$ cat config.mk
export PLATFORM = sky130hd
export DESIGN_NAME = store_queue
export DESIGN_NICKNAME = d
export VERILOG_FILES = /design/src/rtl/store_queue.sv
export SDC_FILE = /design/constraint.sdc
export NUM_CORES = 2
export LEC_CHECK = 0
export CORE_MARGIN = 4
export CORE_UTILIZATION = 45
export CTS_CLUSTER_SIZE = 14
export DETAILED_ROUTE_END_ITERATION = 12
export GPL_TIMING_DRIVEN = 0
export SLEW_MARGIN = 20
export SYNTH_ARGS = -nofsm -noshare
export SYNTH_HDL_FRONTEND = slang
export SYNTH_SLANG_ARGS = --single-unit
$ cat constraint.sdc
create_clock -name clock -period 10.5 [get_ports clock]
set_input_delay 2.1 -clock clock [delete_from_list [all_inputs] [get_ports clock]]
set_output_delay 2.1 -clock clock [all_outputs]
set_load 0.05 [all_outputs]
$ cat src/rtl/store_queue.sv
// Circular store queue: allocates stores at dispatch, records address/data at
// execute, drains committed stores to the cache in order, and answers load
// lookups combinationally with per-byte forwarding or a stall.
module store_queue #(
  parameter int DEPTH = 8,
  parameter int XLEN  = 32,
  localparam int IDX  = $clog2(DEPTH)
) (
  input  logic            clock,
  input  logic            reset,
  input  logic            disp_valid,
  output logic [IDX-1:0]  disp_idx,
  output logic            sq_full,
  input  logic            exe_valid,
  input  logic [IDX-1:0]  exe_idx,
  input  logic [XLEN-1:0] exe_addr,
  input  logic [XLEN-1:0] exe_data,
  input  logic [3:0]      exe_usebytes,
  input  logic            commit_valid,
  input  logic            squash,
  input  logic [XLEN-1:0] ld_addr,
  input  logic [IDX-1:0]  ld_tail_pos,
  output logic            ld_stall,
  output logic [3:0]      ld_usebytes,
  output logic [XLEN-1:0] ld_data,
  output logic            cache_wr_valid,
  output logic [XLEN-1:0] cache_wr_addr,
  output logic [XLEN-1:0] cache_wr_data,
  output logic [3:0]      cache_wr_bytes,
  input  logic            cache_wr_ready
);

  logic [IDX-1:0] head, commit_ptr, tail;
  logic [IDX:0]   count, ncommit;

  logic [DEPTH-1:0]           valid, resolved;
  logic [DEPTH-1:0][XLEN-3:0] addr;
  logic [DEPTH-1:0][XLEN-1:0] data;
  logic [DEPTH-1:0][3:0]      bytes;

  logic disp_fire, exe_fire, commit_fire, drain_fire;
  logic [IDX:0] ncommit_keep, ncommit_nxt;
  logic [DEPTH-1:0] kill;

  // word offset bits are never used; the lookup and storage are word-granular
  logic unused_low;
  assign unused_low = ^{exe_addr[1:0], ld_addr[1:0]};

  assign sq_full  = (count == (IDX+1)'(DEPTH));
  assign disp_idx = tail;

  assign disp_fire   = disp_valid && !sq_full && !squash;
  assign exe_fire    = exe_valid && valid[exe_idx] && !squash;
  assign commit_fire = commit_valid && (ncommit < count);
  assign drain_fire  = cache_wr_valid && cache_wr_ready;

  // committed entries that survive a squash (drain still removes the head)
  assign ncommit_keep = ncommit + (IDX+1)'(commit_fire);
  assign ncommit_nxt  = ncommit_keep - (IDX+1)'(drain_fire);

  // squash kills every entry at or beyond the post-commit commit point
  for (genvar g = 0; g < DEPTH; g++) begin : g_kill
    logic [IDX-1:0] off;
    assign off     = IDX'(g) - head;
    assign kill[g] = squash && ({1'b0, off} >= ncommit_keep);
  end

  // pointer and occupancy bookkeeping
  always_ff @(posedge clock or negedge reset) begin
    if (!reset) begin
      head       <= '0;
      commit_ptr <= '0;
      tail       <= '0;
      count      <= '0;
      ncommit    <= '0;
    end else begin
      head       <= head + IDX'(drain_fire);
      commit_ptr <= commit_ptr + IDX'(commit_fire);
      ncommit    <= ncommit_nxt;
      if (squash) begin
        tail  <= commit_ptr + IDX'(commit_fire);
        count <= ncommit_nxt;
      end else begin
        tail  <= tail + IDX'(disp_fire);
        count <= count + (IDX+1)'(disp_fire) - (IDX+1)'(drain_fire);
      end
    end
  end

  // per-entry state: clear on squash/drain, allocate at tail, fill on execute
  always_ff @(posedge clock or negedge reset) begin
    if (!reset) begin
      valid    <= '0;
      resolved <= '0;
      addr     <= '0;
      data     <= '0;
      bytes    <= '0;
    end else begin
      for (int i = 0; i < DEPTH; i++) begin
        if (kill[i] || (drain_fire && head == IDX'(i))) begin
          valid[i]    <= 1'b0;
          resolved[i] <= 1'b0;
        end else if (disp_fire && tail == IDX'(i)) begin
          valid[i]    <= 1'b1;
          resolved[i] <= 1'b0;
        end else if (exe_fire && exe_idx == IDX'(i)) begin
          resolved[i] <= 1'b1;
          addr[i]     <= exe_addr[XLEN-1:2];
          data[i]     <= exe_data;
          bytes[i]    <= exe_usebytes;
        end
      end
    end
  end

  // drain port: outputs read zero whenever nothing is offered
  assign cache_wr_valid = (ncommit != '0) && resolved[head];
  assign cache_wr_addr  = cache_wr_valid ? {addr[head], 2'b00} : '0;
  assign cache_wr_data  = cache_wr_valid ? data[head] : '0;
  assign cache_wr_bytes = cache_wr_valid ? bytes[head] : '0;

  logic [IDX-1:0]  span, li;
  logic [3:0]      fwd_bytes;
  logic [XLEN-1:0] fwd_data;

  // load lookup: walk older stores oldest->youngest so younger bytes overwrite
  always_comb begin
    ld_stall  = 1'b0;
    fwd_bytes = '0;
    fwd_data  = '0;
    li        = '0;
    span      = ld_tail_pos - head;
    for (int k = 0; k < DEPTH; k++) begin
      li = head + IDX'(k);
      if (IDX'(k) < span && valid[li]) begin
        if (!resolved[li]) begin
          ld_stall = 1'b1;
        end else if (addr[li] == ld_addr[XLEN-1:2]) begin
          for (int b = 0; b < 4; b++) begin
            if (bytes[li][b]) begin
              fwd_bytes[b]       = 1'b1;
              fwd_data[8*b +: 8] = data[li][8*b +: 8];
            end
          end
        end
      end
    end
  end

  assign ld_usebytes = ld_stall ? 4'b0 : fwd_bytes;
  assign ld_data     = ld_stall ? '0 : fwd_data;

endmodule

* Yosys cells after proc, flatten, opt, wreduce, memory -nomap -nowiden
Cells that the tools add are included.
** Cells by class
- $lt $le $gt $ge :: 26
- Add/sub/neg operators :: 23
- Bitwise operators :: 16
- Reduce and logical (&&, ||, !) cells :: 85
- Shift-type cells :: 0
- Multiplexer cells :: 257
- Multipliers :: 0
- Divide/modulo/power cells :: 0
- Equal/unequal tests :: 30
** Operators by type and width (count)
- $mux 32 :: 35
- $bmux 32 s3 :: 8
- $bmux 30 s3 :: 8
- $mux 8 :: 32
- $eq 30x30->1 :: 8
- $mux 30 :: 8
- $mux 4 :: 35
- $mux 1 :: 105
- $bmux 4 s3 :: 8
- $bmux 1 s3 :: 17
- $logic_and 1x1->1 :: 47
- $eq 3x3->1 const B :: 12
- $lt 3x4->1 const B :: 9
- $ge 3x4->1 :: 8
- $reduce_and 3->1 :: 8
- $reduce_bool 3->1 :: 8
- $eq 3x2->1 const B :: 6
- $not 1->1 :: 16
- $reduce_bool 2->1 :: 8
- $add 3x3->3 const B :: 4
- $lt 3x3->1 const A :: 4
- $sub 3x3->3 const A :: 4
- $add 3x1->3 :: 3
- $eq 3x1->1 const B :: 3
- other kinds (16) :: 33
** Word-level totals
- Output and inout bits :: 110
- ROM bits :: 0
- Register bits :: 561
- Input port bits :: 113
- RAM bits :: 0
- Latch bits :: 0
- Memories kept :: 0
- Word-level logic and storage cells :: 482

* Logic depth before layout (Yosys ltp)
- Depth after elaboration :: 35
- Depth in mapped cells :: 30
- Mapped depth without buffers :: 17

* Least setup slack after synthesis
Ideal clock, no wire load.
- Path kind :: register to output
- Start :: register head[1]
- End :: output port ld_data[30]
- Data required time :: 8.400 ns
- Slack :: 0.998 ns
- Cell stages (with the launch flop) :: 27
- Path buffers :: 14
- Arrival time :: 7.402 ns
- Cell sequence :: dfrtp_1 buf_6 buf_6 buf_6 buf_6 buf_4 buf_2 buf_2 buf_2 buf_2 buf_1 inv_1 ha_1 buf_2 buf_4 buf_4 mux2i_1 a22oi_1 a21o_1 a2111oi_2 nand4_1 nor4_4 and3b_1 clkbuf_1 mux2_2 a2111o_1 a221oi_1
** On the way
- Longest elaborated chain between the ends :: 35
- Elaborated cells on any way between the ends :: 161
- Those cells by class :: add/sub: 8; order compare: 8; eq/ne: 8; mux: 129; reduce/logical: 8
** Ends and longest elaborated chain
- from (decl) :: line 33 : logic [IDX-1:0] head, commit_ptr, tail;
- from (signal assigned) :: line 77 : head <= head + IDX'(drain_fire);
- $bmux 30 s3, or another cell as far along :: line 138 : end else if (addr[li] == ld_addr[XLEN-1:2]) begin
- $mux 30 (not written as such), or another cell as far along :: line 138
- $eq 30x30->1 or $mux 8 (tied branches) :: line 138, 140
- $mux 32 :: line 138
- $mux 32 :: line 136 : if (!resolved[li]) begin
- $mux 32 :: line 135 : if (IDX'(k) < span && valid[li]) begin
- $mux 8 :: line 140 : if (bytes[li][b]) begin
- $mux 32 :: line 138
- [19 not listed]
- $mux 32 :: line 138
- $mux 32 :: line 136
- $mux 32 :: line 135
- $mux 8 :: line 140
- $mux 32 :: line 138
- $mux 32 :: line 136
- $mux 32 :: line 135
- $mux 32 * :: line 151 : assign ld_data = ld_stall ? '0 : fwd_data;
- to (decl) :: line 25 : output logic [XLEN-1:0] ld_data,
Every way passes the cells marked *; elsewhere a longest branch is shown, timed or not. The select of a mux whose other input is x is not followed.

* Final worst setup path
- Start :: register head[0]
- End :: output port ld_data[11]
** On the way
- Longest elaborated chain between the ends :: 35
- Elaborated cells on any way between the ends :: 161
- Those cells by class :: add/sub: 8; order compare: 8; eq/ne: 8; mux: 129; reduce/logical: 8
** Ends and longest elaborated chain (line)
- $bmux 30 s3, or another cell as far along :: 138
- $mux 30 (not written as such), or another cell as far along :: 138
- $eq 30x30->1 or $mux 8 (tied branches) :: 138, 140
- $mux 32 :: 138
- $mux 32 :: 136
- $mux 32 :: 135
- $mux 8 :: 140
- $mux 32 :: 138
- [19 not listed]
- $mux 32 :: 138
- $mux 32 :: 136
- $mux 32 :: 135
- $mux 8 :: 140
- $mux 32 :: 138
- $mux 32 :: 136
- $mux 32 :: 135
- $mux 32 * :: 151
Marks and branches as above.

==> qor.yml <==
outcome:
  status: "finished with violations"
  failed_checks: "setup timing"
pwr:
  vdd_ir_drop_max_v: 0.000201
  p_leak_nw: 22.5
  p_per_area_nw_per_um2: 384
  finalPower_mw: 21.1
place:
  place_congestion: 1.13
  port_buffers: 185
  dp.cells: 5668
  hpwlAfterDp_mm: 171
timing:
  tightest_slew_ns: 1.33
  fin_crit_sh_pct: 102
  slew_viol_final: 0
  hold_viol: 0
  relSlewSlack_pct: 10.9
  skew_ns: 0.0381
  setup_ws_ns: -0.161
  setup-violations-final: 17
  rsz0062_at_grt: "no"
  min_period_ns: 10.66
  fmax_mhz: 93.8
  fin_setup_tns_ns: -1.04
clock_network:
  numCtsBuffers: 69
  clockRootBuffer: "clkbuf_16"
  cts_sinks: 561
  clk_pin_slew_ns: 0.06
  cts_buffer_depth: 3
  cts_tree: "yes"
  htreeDepth: 3
  clkLatencyLatePin_ns: 0.67
drt:
  drtIter0Drc: 6686
  wl_per_cell_um: 40.2
  routed_wl_mm: 234
  drcViolationCount: 0
  first_pass_iters: 8
  avgViaCountPerCell: 7.38
  postRouteAntennaNets: 0
  vias: 42870
yosys:
  ys_top_cells_by_area: "dfrtp_1 (29%), mux4_2 (23%), mux2_2 (13%)"
  syn_area_um2: 47800
  synth_ff_type: "dfrtp_1"
  ys_types: 81
  synth.largest_area_cell: "dfrtp_1"
  yosysWarnings: 0
  synth_top_area_share_pct: 29.4
  yosysSeqAreaShare_pct: 29.4
  synth-edff-count: 0
  syn_area_per_cell_um2: 11.7
  synth_cells: 4078
  ys_ff_latch: 561
  ys_async_sr_fraction_pct: 100
global_route:
  grt_pass1_wl_mm: 324
  grt_use_total_pct: 41.1
  grt_max_degree: 94
  grt_pass1_vias: 41196
  grt_overflow_total: 0
  antenna_found_initial: 15
cells_and_area:
  layout-drive-gt1-share_pct: 35.2
  final_cell_mix: "mux2_2 (567), dfrtp_1 (559), mux4_2 (494)"
  final_cells: 5806
  layout_commonest_cell: "mux2_2"
  multi_input_comb_area_um2: 32000
  seq_area_um2: 14000
  fin_nets: 4519
  syn2layout_area_growth_pct: 14.7
  fill_cells: 9435
critical_path:
  r2r-start: "head[1]"
  critical_path_arrival_ns: 8.56
  crit_fanout: 13
  path_class: "flip-flop to primary output"
  crit_required_ns: 8.40
  crit_path_end_kind: "primary output"
  crit_start: "head[0]"
  start_kind: "flip-flop"
floorplan:
  die_h_um: 334
  dieWidth_um: 334
  die_area_um2: 112000
  core_area_um2: 105000
  rows: 119
  ios: 223
  start_util_pct: 45.4
flow_run:
  max-cap-violations: 0
min_path:
  hp-start: "commit_ptr[2]"
  hold_class: "flip-flop to flip-flop"
[layer usage]
metal	global-route usage, %	vias up	wire [um]
met4	24.1	12	17400
li1	-	16380	-
met1	53.7	21909	86700
met5	0.255	-	135
met3	16.9	863	33900
met2	57.2	3706	95400
[synth_stat cells, types with 52 or more instances]
cell type and count:
a21oi_1 87, a22oi_1 57, a31oi_1 103, buf_1 63
buf_2 131, clkbuf_1 116, dfrtp_1 561, inv_1 83
mux2_2 567, mux2i_1 418, mux4_2 494, nand2_1 245
nand3_1 52, nor2_1 236, nor3_1 68, o21ai_0 68
xor2_1 161
[state kept, by name, summed over array words and instances, names as in the netlist]
register and cells:
data 256, addr 240, bytes 32, resolved 8, valid 8, count 4, ncommit 4, commit_ptr 3
disp_idx 3, head 3
[power breakdown]
group          total, mW  internal (mW)  switching [mW]
registers           4.09           2.93            1.16
clock network       2.44           1.40            1.04
logic               14.6           5.54            9.03
[area by class of cell]
class | count | area share [%]
Antenna cell | 7 | 0.0319
Clock inverter | 26 | 0.465
Tap cell | 1391 | 3.17
Clock buffer | 92 | 3.61
Sequential cell | 561 | 25.6
Inverter | 88 | 0.618
Multi-Input combinational cell | 3064 | 58.4
Buffer | 358 | 3.94
Timing Repair Buffer | 219 | 4.16
[metrics by stage]
| step | util, % | instance area, um2 | hold slack, ns | worst slack [ns] |
|---|---|---|---|---|
| 2_1_floorplan | - | 47800 | 0.432 | 0.998 |
| 3_3_place_gp | 48.8 | 51400 | 0.449 | -18.49 |
| 3_5_place_dp | 49.1 | 51800 | 0.448 | -4.61 |
| 4_1_cts | 51.9 | 54700 | 0.459 | 0.000155 |
| 5_1_grt | 52.0 | 54800 | 0.480 | 0.00788 |
| 6_report | 52.0 | 54900 | 0.455 | -0.161 |
[what timing repair did]
action | CTS | global route
pin swaps | 11 | 5
buffers inserted | 17 | 3
endpoints found under the setup margin | 241 | 37
gates resized for setup | 279 | 43
hold buffers | 0 | 0
[cells by family after synthesis]
| kind of cell | count (synthesis) | synth area share (%) |
|---|---|---|
| mux | 1480 | 45.4 |
| simple gates | 813 | 8.21 |
| other cells | 1 | 0.00784 |
| buf+inv | 454 | 4.59 |
| xor+xnor | 213 | 3.93 |
| fa+ha+maj | 45 | 1.21 |
| compound gates | 511 | 7.29 |
| flops | 561 | 29.4 |
[path summary, 6_finish.rpt]
check,depth (start not counted),to,slack [ns]
setup / recovery,24,ld_data[11],-0.16
hold / removal,1,commit_ptr[2],0.45
setup reg to reg,24,data[187],1.19
hold reg to reg,1,commit_ptr[2],0.45
max in group asynchronous,4,addr[185],7.41
min in group asynchronous,1,disp_idx[0],1.38
[critical path, cell delays in order (launching register included)]
cell and delay, ns:
dfrtp_1 0.48, buf_6 0.20, buf_12 0.17, inv_1 0.10, buf_4 0.28, buf_6 0.30, buf_6 0.31, buf_6 0.30
buf_4 0.35, ha_1 0.31, buf_2 0.18, buf_4 0.24, buf_6 0.21, buf_4 0.23, buf_4 0.25, nor2_1 0.78
a211oi_1 0.25, xor2_1 0.26, nor4_1 0.37, and4_2 0.53, clkbuf_2 0.48, a41oi_1 0.22, o22a_1 0.23, a21oi_1 0.23
clkdlybuf4s15_1 0.55
(Power assumes the default switching activity.)
